`config.mk`:
```
export PLATFORM = sky130hd
export DESIGN_NAME = spm_memory_unit
export DESIGN_NICKNAME = d
export VERILOG_FILES = /design/src/rtl/spm_memory_unit.sv
export SDC_FILE = /design/constraint.sdc
export NUM_CORES = 2
export LEC_CHECK = 0
export CAP_MARGIN = 10
export CORE_ASPECT_RATIO = 1.25
export CORE_UTILIZATION = 50
export CTS_CLUSTER_DIAMETER = 40
export CTS_CLUSTER_SIZE = 14
export DETAILED_ROUTE_END_ITERATION = 7
export PLACE_DENSITY_LB_ADDON = 0.12
export SLEW_MARGIN = 20
export SYNTH_ARGS = -nofsm -noshare
export SYNTH_HDL_FRONTEND = slang
export SYNTH_SLANG_ARGS = --single-unit
```
`constraint.sdc`:
```
create_clock -name in_clk -period 5.47 [get_ports in_clk]
set_input_delay 0.8205 -clock in_clk [delete_from_list [all_inputs] [get_ports in_clk]]
set_output_delay 0.8205 -clock in_clk [all_outputs]
set_load 0.05 [all_outputs]
```
`src/rtl/spm_memory_unit.sv`:
```
// Unified program/data memory for the 8-bit RISC SPM. It holds the address register,
// the read/write datapath and a byte-serial boot loader that keeps the CPU in hold until the image is in.
module spm_memory_unit #(
  parameter int DATA_WIDTH = 8,
  parameter int ADDR_WIDTH = 8,
  parameter int DEPTH      = 256
) (
  input  logic                  in_clk,
  input  logic                  in_rst,
  input  logic                  boot_en,
  input  logic                  addr_wr_en,
  input  logic                  mem_rd_en,
  input  logic                  mem_wr_en,
  input  logic [DATA_WIDTH-1:0] bus_1_in,
  input  logic [DATA_WIDTH-1:0] wr_data,
  output logic [DATA_WIDTH-1:0] mem_dout,
  input  logic                  ld_valid,
  input  logic                  ld_last,
  input  logic [DATA_WIDTH-1:0] ld_data,
  output logic                  ld_ready,
  output logic                  cpu_hold,
  output logic [ADDR_WIDTH:0]   ld_count,
  output logic                  load_err
);

  typedef enum logic [1:0] {BOOT_CHK, LOAD, FINISH, RUN} state_t;

  localparam logic [ADDR_WIDTH-1:0] LAST_PTR = ADDR_WIDTH'(DEPTH - 1);

  state_t                state;
  logic [ADDR_WIDTH-1:0] addr_q;
  logic [ADDR_WIDTH-1:0] ld_ptr;
  logic [DATA_WIDTH-1:0] mem [DEPTH];

  logic                  in_run;
  logic                  ld_xfer;
  logic                  mem_we;
  logic [ADDR_WIDTH-1:0] mem_waddr;
  logic [DATA_WIDTH-1:0] mem_wdata;

  assign in_run  = (state == RUN);
  assign ld_xfer = (state == LOAD) && ld_valid && ld_ready;

  // Loader and CPU never write in the same state, so one shared write port suffices.
  assign mem_we    = !in_rst && (ld_xfer || (in_run && mem_wr_en));
  assign mem_waddr = ld_xfer ? ld_ptr  : addr_q;
  assign mem_wdata = ld_xfer ? ld_data : wr_data;

  always_ff @(posedge in_clk) begin
    if (mem_we) begin
      mem[mem_waddr] <= mem_wdata;
    end
  end

  // Asynchronous read gives read-before-write behaviour on a simultaneous write.
  assign mem_dout = (in_run && mem_rd_en) ? mem[addr_q] : '0;

  always_ff @(posedge in_clk) begin
    if (in_rst) begin
      state    <= BOOT_CHK;
      addr_q   <= '0;
      ld_ptr   <= '0;
      ld_count <= '0;
      load_err <= 1'b0;
      cpu_hold <= 1'b1;
      ld_ready <= 1'b0;
    end else begin
      case (state)
        BOOT_CHK: begin
          if (boot_en) begin
            state    <= LOAD;
            ld_ready <= 1'b1;
          end else begin
            state    <= RUN;
            cpu_hold <= 1'b0;
          end
        end
        LOAD: begin
          if (ld_xfer) begin
            ld_count <= ld_count + 1'b1;
            // The pointer saturates at the top word; an image that reaches it without ld_last is an overflow.
            if (ld_ptr != LAST_PTR) begin
              ld_ptr <= ld_ptr + 1'b1;
            end
            if (ld_last || (ld_ptr == LAST_PTR)) begin
              state    <= FINISH;
              ld_ready <= 1'b0;
              if (!ld_last) begin
                load_err <= 1'b1;
              end
            end
          end
        end
        FINISH: begin
          state    <= RUN;
          cpu_hold <= 1'b0;
        end
        RUN: begin
          if (addr_wr_en) begin
            addr_q <= bus_1_in[ADDR_WIDTH-1:0];
          end
        end
        default: begin
          state <= BOOT_CHK;
        end
      endcase
    end
  end

endmodule
```
### Word-level counts from Yosys, hierarchy flattened

Memories as Yosys holds them, arrays and structs flattened. A register that Yosys moved wholly into a read port is not among the register bits.
Cells that the tools add are included.

| word-level totals | value |
|---|---|
| register bits after elaboration | 30 |
| bits in writable memories | 2048 |
| input port bits | 32 |
| output and inout bits | 20 |
| logic and storage cells | 56 |
| memories | 1 |

Memories:

| name | depth | width | read ports | clocked after Yosys merged registers in | wr ports | line | source |
|---|---|---|---|---|---|---|---|
| mem | 256 | 8 | 1 | 1 | 1 | 33 | `logic [DATA_WIDTH-1:0] mem [DEPTH];` |

| cells by class | value |
|---|---|
| add/subtract/negate cells | 2 |
| equal/unequal tests | 9 |
| multiplexer cells | 17 |
| bitwise logic cells | 1 |
| reductions and logical operators | 19 |

Operators with widths:

| operator | number |
|---|---|
| $mux W8 | 5 |
| $add A9 B1 Y9 const B | 1 |
| $add A8 B1 Y8 const B | 1 |
| $eq A8 B8 Y1 const B | 1 |
| $ne A8 B8 Y1 const B | 1 |
| $reduce_and A4 Y1 | 2 |
| $mux W1 | 6 |
| $mux W2 | 3 |
| $ne A2 B2 Y1 const B | 3 |
| $pmux W2 S3 | 1 |
| $reduce_and A2 Y1 | 3 |
| $reduce_and A3 Y1 | 2 |
| $logic_and A1 B1 Y1 | 5 |
| $eq A2 B2 Y1 const B | 2 |
| $pmux W1 S2 | 2 |
| $reduce_bool A2 Y1 | 2 |
| $reduce_bool A3 Y1 | 1 |
| $eq A2 B1 Y1 const B | 1 |
| $logic_not A2 Y1 | 1 |
| $logic_or A1 B1 Y1 | 2 |
| $ne A2 B1 Y1 const B | 1 |
| $logic_not A1 Y1 | 1 |
| $not A1 Y1 | 1 |

### Depth between registers and ports, before layout

| depth | value |
|---|---|
| depth after elaboration | 7 |
| depth in mapped cells | 14 |
| gate-level depth less buffers | 8 |

### Least setup slack after synthesis

OpenSTA, ideal clock, no wires.

| timing | value |
|---|---|
| path kind | input port to flip-flop |
| start | input port ld_valid |
| end | memory mem[0][0] (data pin) |
| library setup time | 0.822 ns |
| arrival time | 4.830 ns |
| required time | 4.648 ns |
| slack | -0.182 ns |
| stages on the path | 6 |
| path buffers | 3 |
| cells stage by stage | nand3_1 clkbuf_1 clkbuf_1 buf_1 nand2_1 nand2_1 |

| between the ends | value |
|---|---|
| cells in the longest elaborated chain, start to end | 3 |

Ends and longest elaborated chain:

| element | line | source |
|---|---|---|
| start, declared | 17 | `input logic ld_valid,` |
| $logic_and A1 B1 Y1 (2 in series) | 42 | `assign ld_xfer = (state == LOAD) && ld_valid && ld_ready;` |
| $mux W8 | 47 | `assign mem_wdata = ld_xfer ? ld_data : wr_data;` |
| named net mem_wdata[0] | 39 | `logic [DATA_WIDTH-1:0] mem_wdata;` |
| end, declared | 33 |  |

The timed path passes the listed nets, and every way through them passes these cells.

==> impl_table.tex <==
\begin{tabular}{lr}
\hline
Metric & Value \\
\hline
\multicolumn{2}{l}{\textbf{Finish}} \\
Most used cells in the layout excluding fill and tap cells & sky130\_fd\_sc\_hd\_\_edfxtp\_1 (2048), sky130\_fd\_sc\_hd\_\_nor2\_1 (340), sky130\_fd\_sc\_hd\_\_mux4\_2 (334) \\
Footprint of the flip-flops and latches & 0.0623 sq mm \\
Net total in the final layout & 4588 \\
Final core utilization & 0.574 \\
Fraction of layout instances using a drive strength above 1 & 0.233 \\
Filler instances & 12300 \\
Area used by multi-input combinational logic & 0.0187 sq mm \\
Area growth from synthesis to layout & 14.0\% \\
Most common cell after layout, fill and taps aside & sky130\_fd\_sc\_hd\_\_edfxtp\_1 \\
\multicolumn{2}{l}{\textbf{CTS}} \\
Clock transition at path regs & 0.06 ns \\
CTS H-Tree Depth & 4 \\
Clock Path Buffers & 3 \\
Clock buffers created by TritonCTS & 216 \\
CTS Root Buffer Type & sky130\_fd\_sc\_hd\_\_clkbuf\_16 \\
TritonCTS clock tree & done \\
Number of clock sinks & 2086 \\
Clock insertion delay at the later pin of the skew report & 0.85 ns \\
\multicolumn{2}{l}{\textbf{Route}} \\
Total iterations of the first detailed-routing run & 5 \\
Post-route ant nets & 0 \\
Via count & 43400 \\
Routed Wire Length & 230000 um \\
Violation count after the first detailed-routing iteration & 4835 \\
Post-detailed-route wirelength per cell & 33.3 um \\
Post-route DRC & 0 \\
Via count normalized by instance count & 6.28 \\
\multicolumn{2}{l}{\textbf{Run status}} \\
Failing checks & setup timing \\
Result of the run & complete, but fails checks \\
\multicolumn{2}{l}{\textbf{Pwr}} \\
Flop pwr share & 0.518 \\
Total leakage power & 28.7 nW \\
Net switching component of the power & 7.44 mW \\
Fraction of power spent switching nets & 0.218 \\
Power Dens Cells & 362 mW/mm\^{}2 \\
Part of the power in the clock network & 0.439 \\
Power, Total & 34.1 mW \\
P\_int & 26.7 mW \\
Logic gate share of total power & 0.043 \\
Peak ir drop on the vdd network & 0.000360 V \\
\multicolumn{2}{l}{\textbf{Timing}} \\
Final hold viol count & 0 \\
RSZ-0062 raised after global routing & no \\
Post-route worst setup slack & -0.0464 ns \\
Post-route clock period utilization & 1.01 \\
Slew margin rel. & 0.267 \\
Maximum clock frequency & 181 MHz \\
Max-slew violation count & 0 \\
Transition at the pin with the smallest max-transition slack & 1.10 ns \\
Max Clock Skew & 0.0342 ns \\
Post-layout min period & 5.52 ns \\
Final number of setup-violating endpoints & 1 \\
\multicolumn{2}{l}{\textbf{Floorplanning}} \\
Initial Utilization & 0.504 \\
Die Height & 456 um \\
Chip width & 365 um \\
Die area & 0.167 sq mm \\
Placement Rows & 166 \\
Placeable core region & 0.164 sq mm \\
Number of top-level pins & 52 \\
\multicolumn{2}{l}{\textbf{GRT}} \\
Initial antenna violation count & 14 \\
GR Overflow Total & 0 \\
Global routing usage summed across all routing layers & 0.280 \\
Via count of the first global-routing pass & 43400 \\
First-pass GRT wire length & 326000 um \\
Maximum number of pins on one net before global-route repair & 117 \\
\multicolumn{2}{l}{\textbf{Critical path}} \\
Arr. time, crit path & 4.70 ns \\
Max FO, Critical Path & 91 \\
Data required time at the worst endpoint & 4.65 ns \\
Endpoint class of the critical path & output port \\
Critical path class & reg -> out \\
Launching element type of the critical path & flop \\
\multicolumn{2}{l}{\textbf{Yosys}} \\
Post-Synthesis Cells & 4256 \\
Share of the yosys chip area belonging to registers & 0.754 \\
Average cell area after synthesis & 19.4 sq um \\
Unique masters post-synth & 79 \\
Synth Cell Area & 0.0826 sq mm \\
Synth Net Count & 4295 \\
Flip-flop cell with the highest count after synthesis & sky130\_fd\_sc\_hd\_\_edfxtp\_1 \\
Fraction of registers with async set or reset after synthesis & 0 \\
Synth warn & 0 \\
Number of flops mapped to enable cells by yosys & 2048 \\
Register bit count reported by yosys & 2086 \\
\multicolumn{2}{l}{\textbf{Job}} \\
Max-Cap Viols & 0 \\
\multicolumn{2}{l}{\textbf{Min path}} \\
Worst hold path type & reg -> reg \\
\multicolumn{2}{l}{\textbf{Place}} \\
Post-detailed-placement half-perimeter wirelength & 148000 um \\
Final weighted congestion in routability-driven placement & 0.901 \\
Number of port buffers & 51 \\
Pre-CTS setup slack & 0.449 ns \\
\hline
\end{tabular}
[repair_timing]
action                     CTS  global route
gates cloned                 0             0
hold buffers                 0             0
buffers inserted             1             4
setup endpoints to repair    8             6
gates resized for setup     12             5
[synthesized netlist by cell type, drive strengths merged, types with 12 or more instances]
| cell | instances | area share |
|---|---|---|
| edfxtp | 2048 | 0.74 |
| o21ai | 52 | 0.0032 |
| and2 | 14 | 0.0011 |
| a211oi | 39 | 0.0035 |
| o221ai | 57 | 0.0061 |
| dfxtp | 38 | 0.0092 |
| or3 | 18 | 0.0014 |
| nor2 | 343 | 0.016 |
| nand2 | 186 | 0.0085 |
| a21oi | 56 | 0.0034 |
| buf | 150 | 0.016 |
| mux2 | 65 | 0.0089 |
| nor3 | 65 | 0.0039 |
| clkbuf | 110 | 0.0061 |
| a22oi | 16 | 0.0015 |
| nand3 | 70 | 0.0042 |
| mux2i | 223 | 0.027 |
| a2111oi | 12 | 0.0015 |
| o22ai | 62 | 0.0049 |
| mux4 | 376 | 0.10 |
| a311oi | 14 | 0.0015 |
| nand3b | 27 | 0.0025 |
| a221oi | 37 | 0.0039 |
| nor4 | 22 | 0.0017 |
[cell families (layout without fill, tap and decap cells)]
logic type,count (synthesis),after routing,share of synthesized area
AOI/OAI and AO/OA,409,409,0.0361
xor gates and xnor gates,12,12,0.00127
adders and majority gates,7,7,0.00106
buffers and inverters,268,733,0.0226
DFF,2086,2086,0.754
muxes,664,664,0.140
other,0,4,0
and+or+nand+nor,810,810,0.0446
[power by group through the flow]
| stage | clock network, mW | registers [mW] | logic (mW) |
|---|---|---|---|
| 3_3_place_gp | 0 | 18.0 | 1.43 |
| 3_5_place_dp | 0 | 18.0 | 1.45 |
| 2_1_floorplan | 0 | 18.1 | 0.829 |
| 4_1_cts | 15.1 | 17.7 | 1.46 |
| 6_report | 15.0 | 17.7 | 1.46 |
| 5_1_grt | 15.7 | 17.7 | 1.52 |
[final cells by class]
type / instances / share of cell area
clock buffers: 244 / 0.0602
inverters: 8 / 0.000346
well taps: 2184 / 0.0290
multi-input cells: 1902 / 0.199
diodes: 4 / 0.000106
clock inverters: 146 / 0.0169
flip-flops and latches: 2086 / 0.662
repair buffers: 335 / 0.0329
[per-stage QoR]
| step | TNS [ns] | hold slack [ns] | cell area, sq um | std cells |
|---|---|---|---|---|
| floorplan | 0 | 0.484 | 82600 | 4256 |
| global placement | -0.0796 | 0.439 | 86700 | 6509 |
| detailed placement | 0 | 0.444 | 86700 | 6510 |
| CTS | 0 | 0.462 | 94000 | 6901 |
| global route | 0 | 0.474 | 94100 | 6906 |
| finish | -0.0464 | 0.456 | 94100 | 6909 |
[flip-flops by register name, indices dropped and copies added, names as in the netlist, named ones only]
signal	count
ld_ptr	8
cpu_hold	1
ld_ready	1
ld_count	9
load_err	1
state	2
addr_q	8
mem	2048
[routing by layer]
metal / vias up / track usage / share of wire
li1: 18100 / - / -
met5: - / 0 / 0.000056
met2: 1846 / 0.457 / 0.49
met1: 23000 / 0.370 / 0.39
met3: 418 / 0.0453 / 0.069
met4: 2 / 0.125 / 0.051
[worst paths after layout]
check	end	start	cells after the start	slack, ns
setup reg to reg	mem[120][7]	state[1]	8	1.48
hold / removal	cpu_hold	cpu_hold	1	0.46
hold reg to reg	cpu_hold	cpu_hold	1	0.46
setup / recovery	mem_dout[0]	flop	8	-0.05
[worst max-delay path: stages, from the launching register on]
cell and delay [ns]:
sky130_fd_sc_hd__dfxtp_4 0.68, sky130_fd_sc_hd__buf_12 0.49, sky130_fd_sc_hd__mux4_2 0.38, sky130_fd_sc_hd__or3_1 0.23, sky130_fd_sc_hd__o221ai_1 0.19, sky130_fd_sc_hd__nor4bb_1 0.76, sky130_fd_sc_hd__nand4_1 0.19, sky130_fd_sc_hd__o22ai_1 0.55
sky130_fd_sc_hd__buf_12 0.22
Power figures use the tool's default switching activity.
